`config.mk`:
```
export PLATFORM = sky130hd
export DESIGN_NAME = skolem_urem_seq
export DESIGN_NICKNAME = d
export VERILOG_FILES = /design/src/rtl/skolem_urem_seq.sv
export SDC_FILE = /design/constraint.sdc
export NUM_CORES = 1
export LEC_CHECK = 0
export ABC_AREA = 1
export BUFFER_PORTS_ARGS = -buffer_cell sky130_fd_sc_hd__buf_2
export CORE_MARGIN = 2
export CORE_UTILIZATION = 50
export CTS_BUF_LIST = sky130_fd_sc_hd__clkbuf_8
export DETAILED_ROUTE_END_ITERATION = 7
export MAX_ROUTING_LAYER = met4
export PLACE_DENSITY = 0.71
export SLEW_MARGIN = 20
export SYNTH_ARGS = -nofsm -noshare
export SYNTH_HDL_FRONTEND = slang
export SYNTH_SLANG_ARGS = --single-unit
```
`constraint.sdc`:
```
create_clock -name clk -period 2 [get_ports clk]
set_input_delay 0.1 -clock clk [delete_from_list [all_inputs] [get_ports clk]]
set_output_delay 0.1 -clock clk [all_outputs]
set_load 0.01 [all_outputs]
```
`src/rtl/skolem_urem_seq.sv`:
```
// Sequential restoring divider returning dividend urem divisor in W cycles;
// a zero divisor yields the dividend (SMT-LIB semantics).
module skolem_urem_seq #(
  parameter int W = 4
) (
  input  logic         clk,
  input  logic         rst_n,
  input  logic         start,
  input  logic [W-1:0] dividend,
  input  logic [W-1:0] divisor,
  output logic [W-1:0] rem,
  output logic         done
);

  localparam int CW = $clog2(W + 1);
  localparam logic [CW-1:0] CNT_LOAD = CW'(W - 1);
  localparam logic [CW-1:0] CNT_ONE  = CW'(1);

  logic [W-1:0]  rem_q;
  logic [W-1:0]  shf_q;
  logic [W-1:0]  dvs_q;
  logic [W-1:0]  dvd_q;
  logic          zero_q;
  logic [CW-1:0] cnt_q;
  logic          done_q;

  logic [W-1:0]  src_rem;
  logic [W-1:0]  src_bits;
  logic [W-1:0]  src_dvs;
  logic [W:0]    trial;
  logic          ge;
  logic [W-1:0]  rem_step;
  logic [W-1:0]  shf_step;

  // The first step runs on the start edge straight from the inputs, so the
  // last of the W steps lands while done is being raised.
  always_comb begin
    src_rem  = start ? '0 : rem_q;
    src_bits = start ? dividend : shf_q;
    src_dvs  = start ? divisor : dvs_q;
    trial    = {src_rem, src_bits[W-1]};
    ge       = (trial >= {1'b0, src_dvs});
    rem_step = ge ? W'(trial - {1'b0, src_dvs}) : trial[W-1:0];
    shf_step = {src_bits[W-2:0], ge};
  end

  always_ff @(posedge clk or negedge rst_n) begin
    if (!rst_n) begin
      rem_q  <= '0;
      shf_q  <= '0;
      dvs_q  <= '0;
      dvd_q  <= '0;
      zero_q <= 1'b0;
      cnt_q  <= '0;
      done_q <= 1'b0;
    end else if (start) begin
      rem_q  <= rem_step;
      shf_q  <= shf_step;
      dvs_q  <= divisor;
      dvd_q  <= dividend;
      zero_q <= (divisor == '0);
      cnt_q  <= CNT_LOAD;
      done_q <= 1'b0;
    end else if (cnt_q != '0) begin
      rem_q  <= rem_step;
      shf_q  <= shf_step;
      cnt_q  <= cnt_q - CNT_ONE;
      done_q <= (cnt_q == CNT_ONE);
    end else begin
      done_q <= 1'b0;
    end
  end

  assign rem  = zero_q ? dvd_q : rem_q;
  assign done = done_q;

endmodule

```
==> results.json, run 1 <==
{
  "outcome": "completed",
  "drive_above_1_share_pct": 16.1,
  "setup-violations-final": 0,
  "clkSlewWorstSetupHoldPaths_ns": 0.08,
  "yosysWarnings": 0,
  "wire_per_inst_um": 11.7,
  "power.leakage_nw": 0.733,
  "synth_compound_area_share_pct": 10.3,
  "combPwrFrac_pct": 39.0,
  "ys_seq_elements": 21,
  "synth_cell_types": 24,
  "cp-start-kind": "flop",
  "synth-xor-area-share_pct": 1.46,
  "dieArea_mm2": 0.00280,
  "fin_skew_ns": 0.00490,
  "post-cts-setup-buffers": 0,
  "pin_count": 16,
  "finalCriticalPeriod_ns": 1.74,
  "drv_slew": 0,
  "cts_root_buffer": "clkbuf_8",
  "synth_area_mm2": 0.00120,
  "hold_class": "in -> reg",
  "yosys.area.top_type": "dfrtp_1",
  "syn_area_per_cell_um2": 8.32,
  "grt_pass1_wl_um": 3910,
  "max_freq_mhz": 575,
  "grt_max_degree": 22,
  "drt-initial-drc-count": 29,
  "pwr-share-clk_pct": 20.1,
  "nets": 181,
  "vias": 906,
  "synthCells": 144,
  "power.density_mw_per_mm2": 1030,
  "drv_cap": 0,
  "cts_num_sinks": 21,
  "worst_ep_arrival_time_ns": 1.89,
  "clock_latency_ns": 0.26,
  "coreArea_mm2": 0.00223,
  "vias_per_cell": 4.79,
  "synth_adder_area_share_pct": 8.99,
  "routed_wl_um": 2210,
  "dpl.hpwl_um": 1730,
  "cp-end-kind": "flop",
  "drc_errors": 0,
  "fin_crit_sh_pct": 86.9,
  "antenna_cells": 0,
  "ir_drop_uv": 669,
  "tightest_slew_ns": 0.467,
  "switchingPower_mw": 0.513,
  "grt_pass1_vias": 877,
  "slew-limit-headroom_pct": 68.9,
  "cts_resized": 0,
  "numPortBuffers": 15,
  "postCtsHoldBufs": 1,
  "worstPathRequired_ns": 2.15,
  "synth_top_area_share_pct": 43.9,
  "htree_levels": 1,
  "finalHoldViolCount": 0,
  "netlist_top_cells_area": "dfrtp_1, nand2_1, inv_1",
  "crit_type": "reg -> reg",
  "rsz0062_at_grt": "false",
  "initial_core_util_pct": 53.6,
  "ys_seq_area_share_pct": 43.9,
  "grt_use_total_pct": 20.2,
  "cts_tree": "done",
  "cts.path.max_buffers": 2,
  "synth_fp_nets": 163,
  "worstPathMaxFanout": 2,
  "overflow": 0,
  "fp.dieH_um": 52.9,
  "synthToLayoutAreaGrowth_pct": 11.6,
  "synth_top_family_by_area": "simple AND/OR/NAND/NOR gates",
  "tns_ns": 0,
  "seqPwrFrac_pct": 40.9,
  "gp_congestion": 0.848,
  "fin_ws_ns": 0.262,
  "die_x_um": 52.9,
  "synthSimpleGateAreaFrac_pct": 23.5,
  "first_pass_iters": 4,
  "ant_nets": 0,
  "synth_mux_area_share_pct": 0,
  "cts_made_buffers": 3,
  "antenna_found_initial": 0,
  "dp_slack_ns": 0.202,
  "p_int_mw": 0.858,
  "p_sw_share_pct": 37.4,
  "rows": 17
}
[cell type report]
type | instances | area [µm²]
Clock inverter | 1 | 5.00
Clock buffer | 3 | 41.3
Tap cell | 28 | 35.0
Timing Repair Buffer | 16 | 85.1
Sequential cell | 21 | 526
Fill cell | 215 | 897
Multi-Input combinational cell | 91 | 531
Inverter | 29 | 114
[worst paths after layout]
| kind | from | slack, ns | end | cells past startpoint |
|---|---|---|---|---|
| max reg2reg | shf_q[3]$_DFFE_PN0P_ | 0.26 | rem_q[2]$_DFFE_PN0P_ | 9 |
| min reg2reg | dvd_q[0]$_DFFE_PN0P_ | 0.48 | dvd_q[0]$_DFFE_PN0P_ | 2 |
| max in group asynchronous | rst_n | 1.35 | cnt_q[1]$_DFFE_PN0P_ | 2 |
| min | divisor[0] | 0.05 | zero_q$_DFFE_PN0P_ | 2 |
| max | shf_q[3]$_DFFE_PN0P_ | 0.26 | rem_q[2]$_DFFE_PN0P_ | 9 |
| min in group asynchronous | rst_n | 0.32 | dvd_q[1]$_DFFE_PN0P_ | 2 |
[power groups by stage]
| stage | combinational, mW | clock, mW | sequential [mW] |
|---|---|---|---|
| 5_1_grt | 0.620 | 0.303 | 0.567 |
| 2_1_floorplan | 0.402 | 0 | 0.555 |
| 3_5_place_dp | 0.538 | 0 | 0.568 |
| 6_report | 0.535 | 0.275 | 0.560 |
| 4_1_cts | 0.541 | 0.279 | 0.559 |
| 3_3_place_gp | 0.521 | 0 | 0.563 |
[state kept, by name (all words and copies together) (netlist names)]
register  flops
cnt_q         3
done          1
dvd_q         4
dvs_q         4
rem_q         4
shf_q         4
zero_q        1
[per-stage QoR]
| step | utilization [%] | power, mW | hold WS, ns | instances | instance area (µm²) |
|---|---|---|---|---|---|
| final | 59.8 | 1.37 | 0.0505 | 189 | 1340 |
| after global routing | 59.8 | 1.49 | 0.0433 | 189 | 1340 |
| after CTS | 59.8 | 1.38 | 0.0529 | 189 | 1340 |
| after detailed placement | 57.3 | 1.11 | 0.0817 | 184 | 1280 |
| after global placement | 57.3 | 1.08 | 0.0758 | 184 | 1280 |
| after floorplan | - | 0.957 | -0.196 | 144 | 1200 |
[critical path, stage by stage, from the launching register on]
cell	delay, ns
dfrtp_1	0.36
inv_1	0.07
o21a_1	0.16
ha_1	0.19
inv_1	0.08
fa_1	0.41
xnor2_1	0.18
nand2_1	0.07
nand3_1	0.06
nand2_1	0.05
[cells by family after synthesis]
family,Yosys count
compound gates,18
simple gates,63
flops,21
xor+xnor,2
fa+ha+maj,8
buf+inv,32
[cell usage after synthesis]
cell,n
dfrtp_1,21
ha_1,7
buf_2,1
nand2_1,41
nor2_1,7
o21a_1,1
o221ai_1,3
xnor2_1,2
fa_1,1
clkinv_1,1
a21oi_2,1
inv_6,1
o21ai_1,2
nand3_1,11
o32ai_1,1
nand2_4,2
buf_6,2
nand3_4,1
a21oi_1,1
o21ai_0,7
a31oi_1,1
inv_1,27
nand2_2,1
a21oi_4,1
[metal layers]
metal,vias to the layer above,track usage [%],share of wire (%)
li1,482,-,-
met1,411,25.8,47
met2,11,31.7,49
met3,2,4.24,3.3
met4,0,7.69,1.0
met5,-,-,0
[layout by cell type (no fill, tap or decap), types with 2 or more instances in the layout]
| master | count |
|---|---|
| nand2_1 | 41 |
| inv_1 | 27 |
| dfrtp_1 | 21 |
| buf_2 | 15 |
| nand3_1 | 11 |
| o21ai_0 | 7 |
| nor2_1 | 7 |
| ha_1 | 7 |
| o221ai_1 | 3 |
| clkbuf_8 | 3 |
| o21ai_1 | 2 |
| nand2_4 | 2 |
| xnor2_1 | 2 |
(Power assumes the default switching activity.)
==> inputs of run 2 (changes only) <==
==> constraint.sdc (replaced) <==
create_clock -name clk -period 2 [get_ports clk]
set_input_delay 0.6 -clock clk [delete_from_list [all_inputs] [get_ports clk]]
set_output_delay 0.6 -clock clk [all_outputs]
set_load 0.1 [all_outputs]
==> run 2 against run 1 <==
Compared with the run above:
- register-to-register slack better by 0.06 ns
- global-route usage up 1.7 points
- routed wire length up 11%
- utilization up 3.4 points
- power up 28%
- combinational power up 70%
- hold slack better by 0.24 ns
- first-iteration DRC count down 6.9%
- largest cell class unchanged
- highest routed layer unchanged
==> results.json, run 2 (synthesis gave the netlist of run 1 again) <==
{
  "setup-violations-final": 0,
  "layout.cells.non_filler": 196,
  "dpl.hpwl_um": 1930,
  "fin_ws_ns": 0.0746,
  "drc_errors": 0,
  "final_common_cell": "nand2_1",
  "crit_type": "reg -> out",
  "grt_max_degree": 22,
  "routed_wl_um": 2450,
  "outcome": "completed",
  "grt_use_total_pct": 21.9,
  "first_pass_iters": 4,
  "numPortBuffers": 15,
  "fin_area_mm2": 0.00141,
  "ir_drop_uv": 793,
  "finalCriticalPeriod_ns": 1.93,
  "synthToLayoutAreaGrowth_pct": 18.0,
  "drv_slew": 0,
  "nets": 188,
  "fin_crit_sh_pct": 96.3,
  "grt_pass1_vias": 991,
  "dp_slack_ns": -0.197,
  "rows": 17,
  "worstPathRequired_ns": 1.40,
  "overflow": 0,
  "grt_pass1_wl_um": 4350,
  "drive_above_1_share_pct": 22.0,
  "gp_congestion": 0.788,
  "clkSlewWorstSetupHoldPaths_ns": 0.08,
  "cts_root_buffer": "clkbuf_8",
  "worstPathMaxFanout": 7,
  "cp-end-kind": "output pin",
  "dieArea_mm2": 0.00280,
  "ant_nets": 0,
  "rrSetupSlack_ns": 0.32,
  "vias": 990,
  "max_freq_mhz": 519,
  "tns_ns": 0,
  "antenna_found_initial": 0,
  "htree_levels": 1,
  "die_x_um": 52.9,
  "final_cell_mix": "nand2_1, inv_1, dfrtp_1, buf_2, nand3_1",
  "hold_class": "in -> async",
  "cts_num_sinks": 21,
  "finalHoldViolCount": 0,
  "postCtsHoldBufs": 0,
  "fin_util_pct": 63.2,
  "vias_per_cell": 5.05,
  "antenna_cells": 0,
  "cts_made_buffers": 3,
  "drv_cap": 0,
  "pin_count": 16,
  "power.density_mw_per_mm2": 1240,
  "rsz0062_at_grt": "false",
  "drt-initial-drc-count": 27,
  "place_area_mm2": 0.00136,
  "coreArea_mm2": 0.00223,
  "initial_core_util_pct": 53.6,
  "r2r-start": "shf_q[3]$_DFFE_PN0P_",
  "fin_hold_ws_ns": 0.292,
  "dp.cells": 192,
  "worst_ep_arrival_time_ns": 1.33,
  "cts_tree": "done",
  "cp_slowest_cell": "dfrtp_1",
  "cts.path.max_buffers": 2,
  "tightest_slew_ns": 0.496,
  "clock_latency_ns": 0.25,
  "cp-startpoint": "zero_q$_DFFE_PN0P_",
  "p_total_mw": 1.75,
  "cp-start-kind": "flop",
  "crit_chain": "o21ai_1 > buf_2",
  "fin_skew_ns": 0.000601,
  "max_stage_delay_ns": 0.45,
  "wire_per_inst_um": 12.5,
  "power.leakage_nw": 0.774,
  "slew-limit-headroom_pct": 67.2,
  "fp.dieH_um": 52.9
}
[run 2: repair_timing]
action / in CTS / in global routing
buffers inserted: 0 / 0
hold endpoints to repair: 0 / 0
endpoints found under the setup margin: 0 / 4
gates resized for setup: 0 / 5
[run 2: power breakdown]
group          internal (mW)  switching, mW  leakage [nW]
logic                  0.271          0.641         0.495
registers              0.510         0.0497         0.253
clock network          0.138          0.138        0.0255
total                  0.920          0.828         0.774
[run 2: layout make-up]
| cell class | count | area, µm² |
|---|---|---|
| Fill cell | 203 | 821 |
| Multi-Input combinational cell | 91 | 539 |
| Sequential cell | 21 | 526 |
| Timing Repair Buffer | 23 | 153 |
| Inverter | 29 | 114 |
| Clock buffer | 3 | 41.3 |
| Tap cell | 28 | 35.0 |
| Clock inverter | 1 | 5.00 |
[run 2: worst max-delay path, delay by kind of cell (launching register included)]
kind | cells | cell delay [ns]
AOI/OAI and AO/OA | 1 | 0.18
buffers and inverters | 1 | 0.45
DFF | 1 | 0.45
[run 2: path summary, 6_finish.rpt]
check | endpoint | cells after the start
worst max register to register | rem_q[2]$_DFFE_PN0P_ | 9
max in group asynchronous | cnt_q[0]$_DFFE_PN0P_ | 1
min in group clk | dvd_q[0]$_DFFE_PN0P_ | 2
worst max-delay path | rem[0] | 2
worst min-delay path | dvd_q[1]$_DFFE_PN0P_ | 1
worst min register to register | dvd_q[0]$_DFFE_PN0P_ | 2
[run 2: routing by layer]
metal	routed length (µm)	share of wire (%)	up-vias	global-route usage, %
li1	-	-	492	-
met1	1100	45	476	26.1
met2	1230	50	18	38.3
met3	84	3.4	4	3.39
met4	31	1.3	0	6.41
met5	0	0	-	-
